### src/rtl/pipe_stage_chain.sv
// pipe_stage_chain: generic DEPTH-stage WIDTH-bit pipeline latch chain with
// per-entry valid, register-write and halt bits, plus stall, flush, sticky
// halt and occupancy reporting.
// Build option: define PIPE_COLLAPSE_EN to let earlier stages squeeze out
// bubbles while the output is stalled; leave it undefined for a lockstep
// chain where every stage moves only on en.
module pipe_stage_chain #(
    parameter int WIDTH = 32,
    parameter int DEPTH = 1,
    localparam int OCC_W = $clog2(DEPTH + 1)
) (
    input  logic             CLK,
    input  logic             nRST,
    input  logic             en,
    input  logic             flush,
    input  logic             in_valid,
    input  logic [WIDTH-1:0] in_data,
    input  logic             in_wen,
    input  logic             in_halt,
    output logic             in_ready,
    output logic             out_valid,
    output logic [WIDTH-1:0] out_data,
    output logic             out_wen,
    output logic             out_halt,
    output logic [OCC_W-1:0] occupancy
);

    // Per-stage state; index 0 is the input side, DEPTH-1 the output side.
    logic             r_valid [DEPTH];
    logic             r_wen   [DEPTH];
    logic             r_halt  [DEPTH];
    logic [WIDTH-1:0] r_data  [DEPTH];
    logic             r_out_halt;

    // Per-stage advance strobes and the value each stage would load.
    logic [DEPTH-1:0] w_adv;
    logic             w_src_valid [DEPTH];
    logic             w_src_wen   [DEPTH];
    logic             w_src_halt  [DEPTH];
    logic [WIDTH-1:0] w_src_data  [DEPTH];
    logic             w_take;
    logic [OCC_W-1:0] w_occ;

    genvar gi;

`ifdef PIPE_COLLAPSE_EN
    // A stage may load when it is empty or when its own entry is moving on
    // this edge, so an empty slot pulls older entries forward even while
    // the output is stalled. The output stage moves on en or when empty.
    assign w_adv[DEPTH-1] = en | ~r_valid[DEPTH-1];
    generate
        for (gi = 0; gi < DEPTH - 1; gi++) begin : g_adv
            assign w_adv[gi] = w_adv[gi+1] | ~r_valid[gi];
        end
    endgenerate
`else
    // Lockstep: every stage moves together on en, bubbles included.
    assign w_adv = {DEPTH{en}};
`endif

    // Input accepted only when stage 0 moves and no halt has retired yet.
    assign in_ready = w_adv[0] & ~r_out_halt;
    assign w_take   = in_valid & in_ready;

    // Source selection: stage 0 loads the upstream entry (or a bubble),
    // every later stage loads its predecessor.
    generate
        for (gi = 0; gi < DEPTH; gi++) begin : g_src
            if (gi == 0) begin : g_first
                assign w_src_valid[gi] = w_take;
                assign w_src_wen[gi]   = in_wen & w_take;
                assign w_src_halt[gi]  = in_halt & w_take;
                assign w_src_data[gi]  = in_data;
            end else begin : g_rest
                assign w_src_valid[gi] = r_valid[gi-1];
                assign w_src_wen[gi]   = r_wen[gi-1];
                assign w_src_halt[gi]  = r_halt[gi-1];
                assign w_src_data[gi]  = r_data[gi-1];
            end
        end
    endgenerate

    generate
        for (gi = 0; gi < DEPTH; gi++) begin : g_stage
            // Stage register: reset clears everything, flush drops the
            // control bits (payload may still shift), otherwise load on adv.
            always_ff @(posedge CLK) begin
                if (!nRST) begin
                    r_valid[gi] <= 1'b0;
                    r_wen[gi]   <= 1'b0;
                    r_halt[gi]  <= 1'b0;
                    r_data[gi]  <= '0;
                end else begin
                    if (w_adv[gi]) begin
                        r_data[gi] <= w_src_data[gi];
                    end
                    if (flush) begin
                        r_valid[gi] <= 1'b0;
                        r_wen[gi]   <= 1'b0;
                        r_halt[gi]  <= 1'b0;
                    end else if (w_adv[gi]) begin
                        r_valid[gi] <= w_src_valid[gi];
                        r_wen[gi]   <= w_src_wen[gi];
                        r_halt[gi]  <= w_src_halt[gi];
                    end
                end
            end
        end
    endgenerate

    // Sticky halt: latches when a valid halt entry leaves the output stage;
    // only reset clears it (flush does not).
    always_ff @(posedge CLK) begin
        if (!nRST) begin
            r_out_halt <= 1'b0;
        end else if (r_valid[DEPTH-1] & r_halt[DEPTH-1] & en) begin
            r_out_halt <= 1'b1;
        end
    end

    // Occupancy is a plain popcount of the valid bits.
    always_comb begin
        w_occ = '0;
        for (int i = 0; i < DEPTH; i++) begin
            w_occ = w_occ + OCC_W'(r_valid[i]);
        end
    end

    assign occupancy = w_occ;
    assign out_valid = r_valid[DEPTH-1];
    assign out_data  = r_data[DEPTH-1];
    // Valid-gated so a bubble never writes the register file.
    assign out_wen   = r_wen[DEPTH-1] & r_valid[DEPTH-1];
    assign out_halt  = r_out_halt;

endmodule

### config.mk
export PLATFORM = sky130hd
export DESIGN_NAME = pipe_stage_chain
export DESIGN_NICKNAME = d
export VERILOG_FILES = /design/src/rtl/pipe_stage_chain.sv
export SDC_FILE = /design/constraint.sdc
export NUM_CORES = 1
export LEC_CHECK = 0
export CELL_PAD_IN_SITES_DETAIL_PLACEMENT = 0
export CELL_PAD_IN_SITES_GLOBAL_PLACEMENT = 1
export CORE_UTILIZATION = 31
export CTS_BUF_LIST = sky130_fd_sc_hd__clkbuf_4 sky130_fd_sc_hd__clkbuf_8
export DETAILED_ROUTE_END_ITERATION = 10
export PLACE_DENSITY_LB_ADDON = 0.2
export SLEW_MARGIN = 20
export SYNTH_ARGS = -nofsm -noshare
export SYNTH_HDL_FRONTEND = slang
export SYNTH_SLANG_ARGS = --single-unit
### constraint.sdc
create_clock -name CLK -period 1.71 [get_ports CLK]
set_input_delay 0.342 -clock CLK [delete_from_list [all_inputs] [get_ports CLK]]
set_output_delay 0.342 -clock CLK [all_outputs]
set_load 0.005 [all_outputs]
; ---- After elaboration in Yosys (flattened, before gate mapping)
; Memories as Yosys holds them, arrays and structs flattened.
; Index checks and enable logic that the tools add are counted.
[classes]
bitwise_logic = 8
muxes = 24
reduce_logical = 7
[ops]
columns = op, n
row1 = 32-bit two-way mux, 1
row2 = 32-bit OR reduction, 1
row3 = 1-bit two-way mux, 23
row4 = 1-bit AND, 7
row5 = 1-bit OR reduction, 6
row6 = 1-bit inverter, 1
[word_totals]
ramBits = 35
inputBits = 39
mem_count = 4
out_inout_bits = 37
regBits = 1
[mem_list]
columns = memory, words, word_bits, rd, rd_clocked_by_memory_dff, wr, line
row1 = r_data, 1, 32, 1, 0, 1, 32  ; logic [WIDTH-1:0] r_data [DEPTH];
row2 = r_halt, 1, 1, 1, 0, 1, 31  ; logic r_halt [DEPTH];
row3 = r_valid, 1, 1, 1, 0, 1, 29  ; logic r_valid [DEPTH];
row4 = r_wen, 1, 1, 1, 0, 1, 30  ; logic r_wen [DEPTH];

; ---- Logic depth before layout (Yosys ltp)
[depth]
depth_word = 6
depth_mapped = 2
depth_no_buf = 2

; ---- Worst setup path before layout
; Ideal clock, no wire load.
[synth_timing]
path_type = input -> register
startpoint = input port en
endpoint = memory r_halt[0], enable pin
cell_stages = 2
path_buffers = 0
arrival_ns = 1.161
required_time_ns = 1.451
slack_ns = 0.289
path_cell_list = nand2b_2 > or2_1
[synth_via]
elab_chain_cells = 6
[synth_lines]
columns = item, line
row1 = from (decl), 14  ; input logic en,
row2 = 1-bit two-way mux *, 101  ; end else if (w_adv[gi]) begin
row3 = 1-bit two-way mux *, 97  ; if (flush) begin
row4 = 1-bit two-way mux *, 88  ; if (!nRST) begin
row5 = 1-bit two-way mux (implied by the code) *, 104  ; r_halt[gi] <= w_src_halt[gi];
row6 = 1-bit OR reduction (no source line), --
row7 = 1-bit two-way mux (no source line) *, --
row8 = to (decl), 31
; Every way passes the cells marked *; elsewhere a longest branch is shown, timed or not.

; ---- Worst setup path in the final report
[layout_timing]
startpoint = memory r_valid[0]
endpoint = output port out_valid
[layout_via]
elab_chain_cells = 1
[layout_lines]
columns = item, line
row1 = from (decl), 29
row2 = memory 1 x 1 bit, --
row3 = to (decl), 21  ; output logic out_valid,
; Every way passes these cells.

==> reports/metrics.csv <==
metric;value;unit
number of antenna violations at the first check in global routing;0;
pin count of the biggest net entering global routing;36;
area share of the leading cell type in the synthesized netlist;74.73;%
ports placed on the boundary;76;
Final Hold Slack;616.0;ps
dominant cell type by area after synthesis;edfxtp_1;
worst hold path depth;2;
CP Buf/Inv Count;2;
crit path max fanout;3;
R2R setup slack;690;ps
total CTS buffers;5;
unrepaired setup endpoints after global routing;no;
leakage power summed over all cells;0.9937;nW
synthesis-to-finish area growth;65.30;%
Arrival @ worst endpoint;1310;ps
Die Height;69.36;um
Crit Reg-Reg Endpoint;r_wen[0];
effective utilization at floorplan;32.30;%
Worst Max-Slew Pin Slew;246.5;ps
die area;4810;sq um
kind of launch point of the worst setup path;flop;
run status;complete, no violations;
total of buffers placed on input and output ports;75;
residual antenna-violating net count after detailed routing;0;
Die X;69.36;um
max-capacitance violation count;0;
Antenna Cells;0;
buffers from clock root to sink, at most;2;
Remaining Overflow, GRT;0;
Highest Clock Rate;606.7;MHz
required time at the worst-slack endpoint;1370;ps
number of nets in the layout;205;
ordered list of cells on the worst path;buf_4 > clkdlybuf4s50_1;
category of the worst setup path capture point;output port;
top cells by area, synth;edfxtp_1 75%, and3_1 12%, and3_2 3.2%;
standard cell core area;4354;sq um
clock latency on the worst-skew pair;270;ps
net count of the mapped netlist;124;
final routed DRC violation total;0;
Reg clk slew, reported paths;70;ps
CTS H-tree lvls;2;
Root Buffer;clkbuf_8;
share of post-route cells with drive strength above 1;12.57;%
aggregate global-route resource usage;13.73;%
power density normalized to cell area;851.8;nW/um^2
Post-Syn Instances;85;
Post-Syn Area;1406;sq um
routed via count;997;
clock tree from TritonCTS;done;
number of failing hold endpoints at the final stage;0;
Row Count;24;
clk sink count;36;
endpoints failing setup;0;
worst supply voltage drop on vdd;0.3326;mV
final worst-path cycle share;96.38;%
half-perimeter wire length of the detailed placement result;2219;um
Final Non-Filler Cells;219;
distinct cell type count of the synthesized netlist;14;
Register-to-Register Path Depth;2;
FF-to-FF Start;out_halt;
via count of the first global-routing pass;1006;
setup skew after layout;4.498;ps
Setup WS post-layout;61.87;ps
Post-Place Setup Slack;-101.9;ps
setup TNS;0;ps
family of cells with the greatest summed delay on the critical path;buffers and inverters;
Post-Syn Area per Cell;16.55;sq um
vias per cell;4.553;
total number of yosys warnings;0;
post-route minimum period;1648;ps
weighted congestion at the end of routability-driven global placement;0.6630;
Setup Crit Path Kind;flop to output port;
Placed Cells;210;
final max-slew violation count;0;
Slowest-stage cell, CP;edfxtp_1;
iteration-0 DRC count of the detailed router;84;
wire length of the first global-routing pass;5099;um
final routed wire length divided by cell count;13.96;um
flops & latches, synth;36;
share of the yosys chip area belonging to registers;76.16;%
worst-case headroom to the max-slew limit;83.56;%
biggest cell delay along the critical path;430;ps
number of optimization iterations in the first detailed-route pass;4;
routed wire length;3057;um
path type of the worst min-delay path;flop to flop;
critical hold path startpoint;r_halt[0];
final cell utilization of the core;53.39;%
sink of the worst hold path;out_halt;
==> worst max path at each step <==
stage | from | end | slack [ps] | depth (start not counted)
final | r_valid[0] | out_valid | 60 | 2
after floorplan | en | r_halt[0] | 290 | 2
after global routing | r_valid[0] | occupancy | 20 | 2
after global placement | en | r_data[0][2] | -70 | 4
after CTS | r_valid[0] | out_wen | 20 | 2
after detailed placement | en | r_data[0][3] | -100 | 4
==> power by group <==
part,leakage (nW),switching (W),internal [W]
Combinational,0.555,0.0000879,0.000213
Sequential,0.387,0.0000194,0.00104
Clock,0.0523,0.000261,0.000360
==> per-layer routing <==
| metal | track usage, % | wire (um) | up-vias |
|---|---|---|---|
| met5 | 0 | 0 | - |
| met4 | 4.762 | 17 | 0 |
| met3 | 3.924 | 217 | 2 |
| met2 | 22.98 | 1605 | 39 |
| met1 | 16.95 | 1217 | 471 |
| li1 | - | - | 485 |
==> state kept, by name (all words and copies together), names as in the netlist <==
signal and count:
r_valid 1, r_halt 1, r_wen 1, r_data 32, out_halt 1
==> stage by stage <==
stage	power (W)	area [sq um]
final	0.001980	2325
after global routing	0.002058	2325
after CTS	0.002002	2322
after detailed placement	0.001382	2218
after global placement	0.001375	2218
after floorplan	0.001142	1406
==> what timing repair did <==
| action | CTS | global route |
|---|---|---|
| setup buffers | 1 | 0 |
| hold buffers | 0 | 0 |
| endpoints found under the setup margin | 2 | 1 |
| pin swaps | 0 | 0 |
| cloned | 0 | 0 |
| resized for setup | 1 | 1 |
==> final cells by class <==
cell class | instances | area, sq um
tap | 52 | 65.06
timing repair buffer | 81 | 809.5
clock buffer | 8 | 97.59
fill | 368 | 2029
sequential | 36 | 1071
multi-input combinational | 42 | 281.5
==> worst register-to-register path, delay by kind of cell (launching register included) <==
kind,cells,cell delay (ps)
flip-flops,1,390
AND/OR/NAND/NOR,2,400
==> cell families (layout without fill, tap and decap cells) <==
| family | Yosys count | count (layout) | synth area share, % |
|---|---|---|---|
| AND/OR/NAND/NOR | 41 | 41 | 19.57 |
| flip-flops | 36 | 36 | 76.16 |
| AO/OA/AOI/OAI | 1 | 1 | 0.4451 |
| buffers and inverters | 7 | 89 | 3.826 |
==> cells in the mapped netlist <==
| library cell | n |
|---|---|
| buf_6 | 3 |
| buf_2 | 1 |
| clkbuf_1 | 2 |
| or2_1 | 1 |
| and4bb_1 | 1 |
| buf_4 | 1 |
| and3_2 | 6 |
| a31oi_1 | 1 |
| and3_1 | 28 |
| and2b_1 | 2 |
| edfxtp_1 | 35 |
| nand2b_2 | 1 |
| dfxtp_1 | 1 |
| and2_1 | 2 |
==> cell usage in the layout, fill, tap and decap left out, types with 2 or more instances in the layout <==
cell type / n
clkdlybuf4s50_1: 73
clkbuf_4: 2
and2_1: 2
edfxtp_1: 35
buf_4: 5
clkbuf_8: 6
and2b_1: 2
and3_2: 6
and3_1: 28
No activity file was read; power rests on OpenSTA's default activity.
==> edit (config.mk and constraints unchanged) <==
The parameter `WIDTH` goes from 32 to 28.
--- a/src/rtl/pipe_stage_chain.sv
+++ b/src/rtl/pipe_stage_chain.sv
@@ -7,3 +7,3 @@
 module pipe_stage_chain #(
-    parameter int WIDTH = 32,
+    parameter int WIDTH = 28,
     parameter int DEPTH = 1,
Interface: changed (resized in_data and out_data); port bits go from 76 to 68. The function was not compared with the original's and may differ.
==> edit against the unedited design <==
  * Worst setup slack gained 0.00069 ns
  * Power shrank 11%
  * Area after synthesis shrank 12%
  * Sequential power is 11% lower
  * Wire length decreased by 14%
  * First-iteration DRC count is 58% lower
  * Clock power down 9.8%
  * Sequential cell count decreased by 4
  * Cell area decreased by 10%
==> edit: results (changes against the unedited design) <==
dp_hpwl_um: 1960  # -12%
place_ws_ns: -0.123  # -0.0212 ns
critical_path.max_stage_delay_ns: 0.45  # +0.02 ns
synth_edf_count: 31  # -11%
synth.top_cells.by_area: "edfxtp_1 (76%), and3_1 (15%), buf_2 (1.6%)"
clk_path_buf_depth: 2  # unchanged
yosys.cell_types.count: 12  # -2
routed-via-count: 895  # -10%
nets: 188  # -8.3%
grt_max_degree: 32  # -11%
slowest_stage: "clkdlybuf4s50_1"
slew_headroom: 0.856  # +0.0208
vdd_ir_drop_max_mv: 0.379  # +14%
synth_seq_area_share: 0.772  # +0.0100
drive_gt1_frac: 0.110  # -0.0154
viasPerCell: 4.43  # -2.7%
largest_reg_flops: 28  # -13%
synth_nets: 112  # -9.7%
placed_area_um2: 1980  # -11%
grt_pass1_wl_um: 3910  # -23%
status: "completed"
portBuffers: 67  # -11%
track_usage: 0.130  # -0.00708
power.leakage_nw: 0.881  # -11%
grt_pass1_vias: 837  # -17%
drtIter0Drc: 35  # -58%
syn_inst: 77  # -9.4%
fillCellCount: 318  # -14%
gp_congestion: 0.680  # +2.5%
skew_ns: 0.00541  # +0.000912 ns
switching_share: 0.191  # +0.00476
## edit: changes by cell type after synthesis
cell / unedited run / this run
and3_2: 6 / 0
edfxtp_1: 35 / 31
buf_2: 1 / 4
buf_6: 3 / 0
and2b_1: 2 / 0
and3_1: 28 / 30
clkbuf_1: 2 / 0
clkbuf_2: 0 / 2
nor2b_1: 0 / 2
nand2b_1: 0 / 1
nand2b_2: 1 / 0
## edit: power groups by stage
stage               registers (mW)  clock network (mW)  logic (mW)
floorplan                    0.965                   0      0.0478
global placement             0.958                   0       0.265
detailed placement           0.959                   0       0.267
CTS                          0.943               0.573       0.268
global route                 0.947               0.594       0.288
finish                       0.941               0.559       0.268
## edit: metrics by stage
step           utilization  TNS, ns  hold slack, ns
6_report             0.556        0           0.541
5_1_grt              0.556        0           0.597
4_1_cts              0.552        0           0.546
3_5_place_dp         0.528    -3.59           0.526
3_3_place_gp         0.528    -3.28           0.504
2_1_floorplan            -        0           0.494
## edit: layout make-up
cell class	instances	share of cell area
Sequential cell	32	0.457
Multi-Input combinational cell	38	0.117
Clock inverter	1	0.00241
Tap cell	48	0.0289
Timing Repair Buffer	76	0.354
Clock buffer	7	0.0403
## edit: cells by family after synthesis
family / synth area share
compound gates: 0.00508
buf+inv: 0.0305
flops: 0.772
simple gates: 0.193
## edit: worst register-to-register path: cells and delay by family, from the launching register on
kind,cells,cell delay [ns]
and+or+nand+nor,2,0.39
DFF,1,0.38
## edit: routing by layer
metal | track usage | up-vias | share of wire
li1 | - | 443 | -
met1 | 0.138 | 401 | 0.39
met5 | 0 | - | 0
met4 | 0.0571 | 0 | 0.018
met2 | 0.216 | 44 | 0.50
met3 | 0.0651 | 7 | 0.095
## edit: path summary, 6_finish.rpt
check,start,end,slack (ns),cells past startpoint
worst max-delay path,r_valid[0],out_wen,0.06,2
worst min-delay path,r_halt[0],out_halt,0.54,2
worst max register to register,out_halt,r_wen[0],0.69,2
worst min register to register,r_halt[0],out_halt,0.54,2
## edit: timing repair
action                     in CTS  in global routing
setup endpoints to repair       1                  1
pin swaps                       0                  0
hold endpoints to repair        0                  0
buffers inserted                0                  2
resized for setup               1                  0
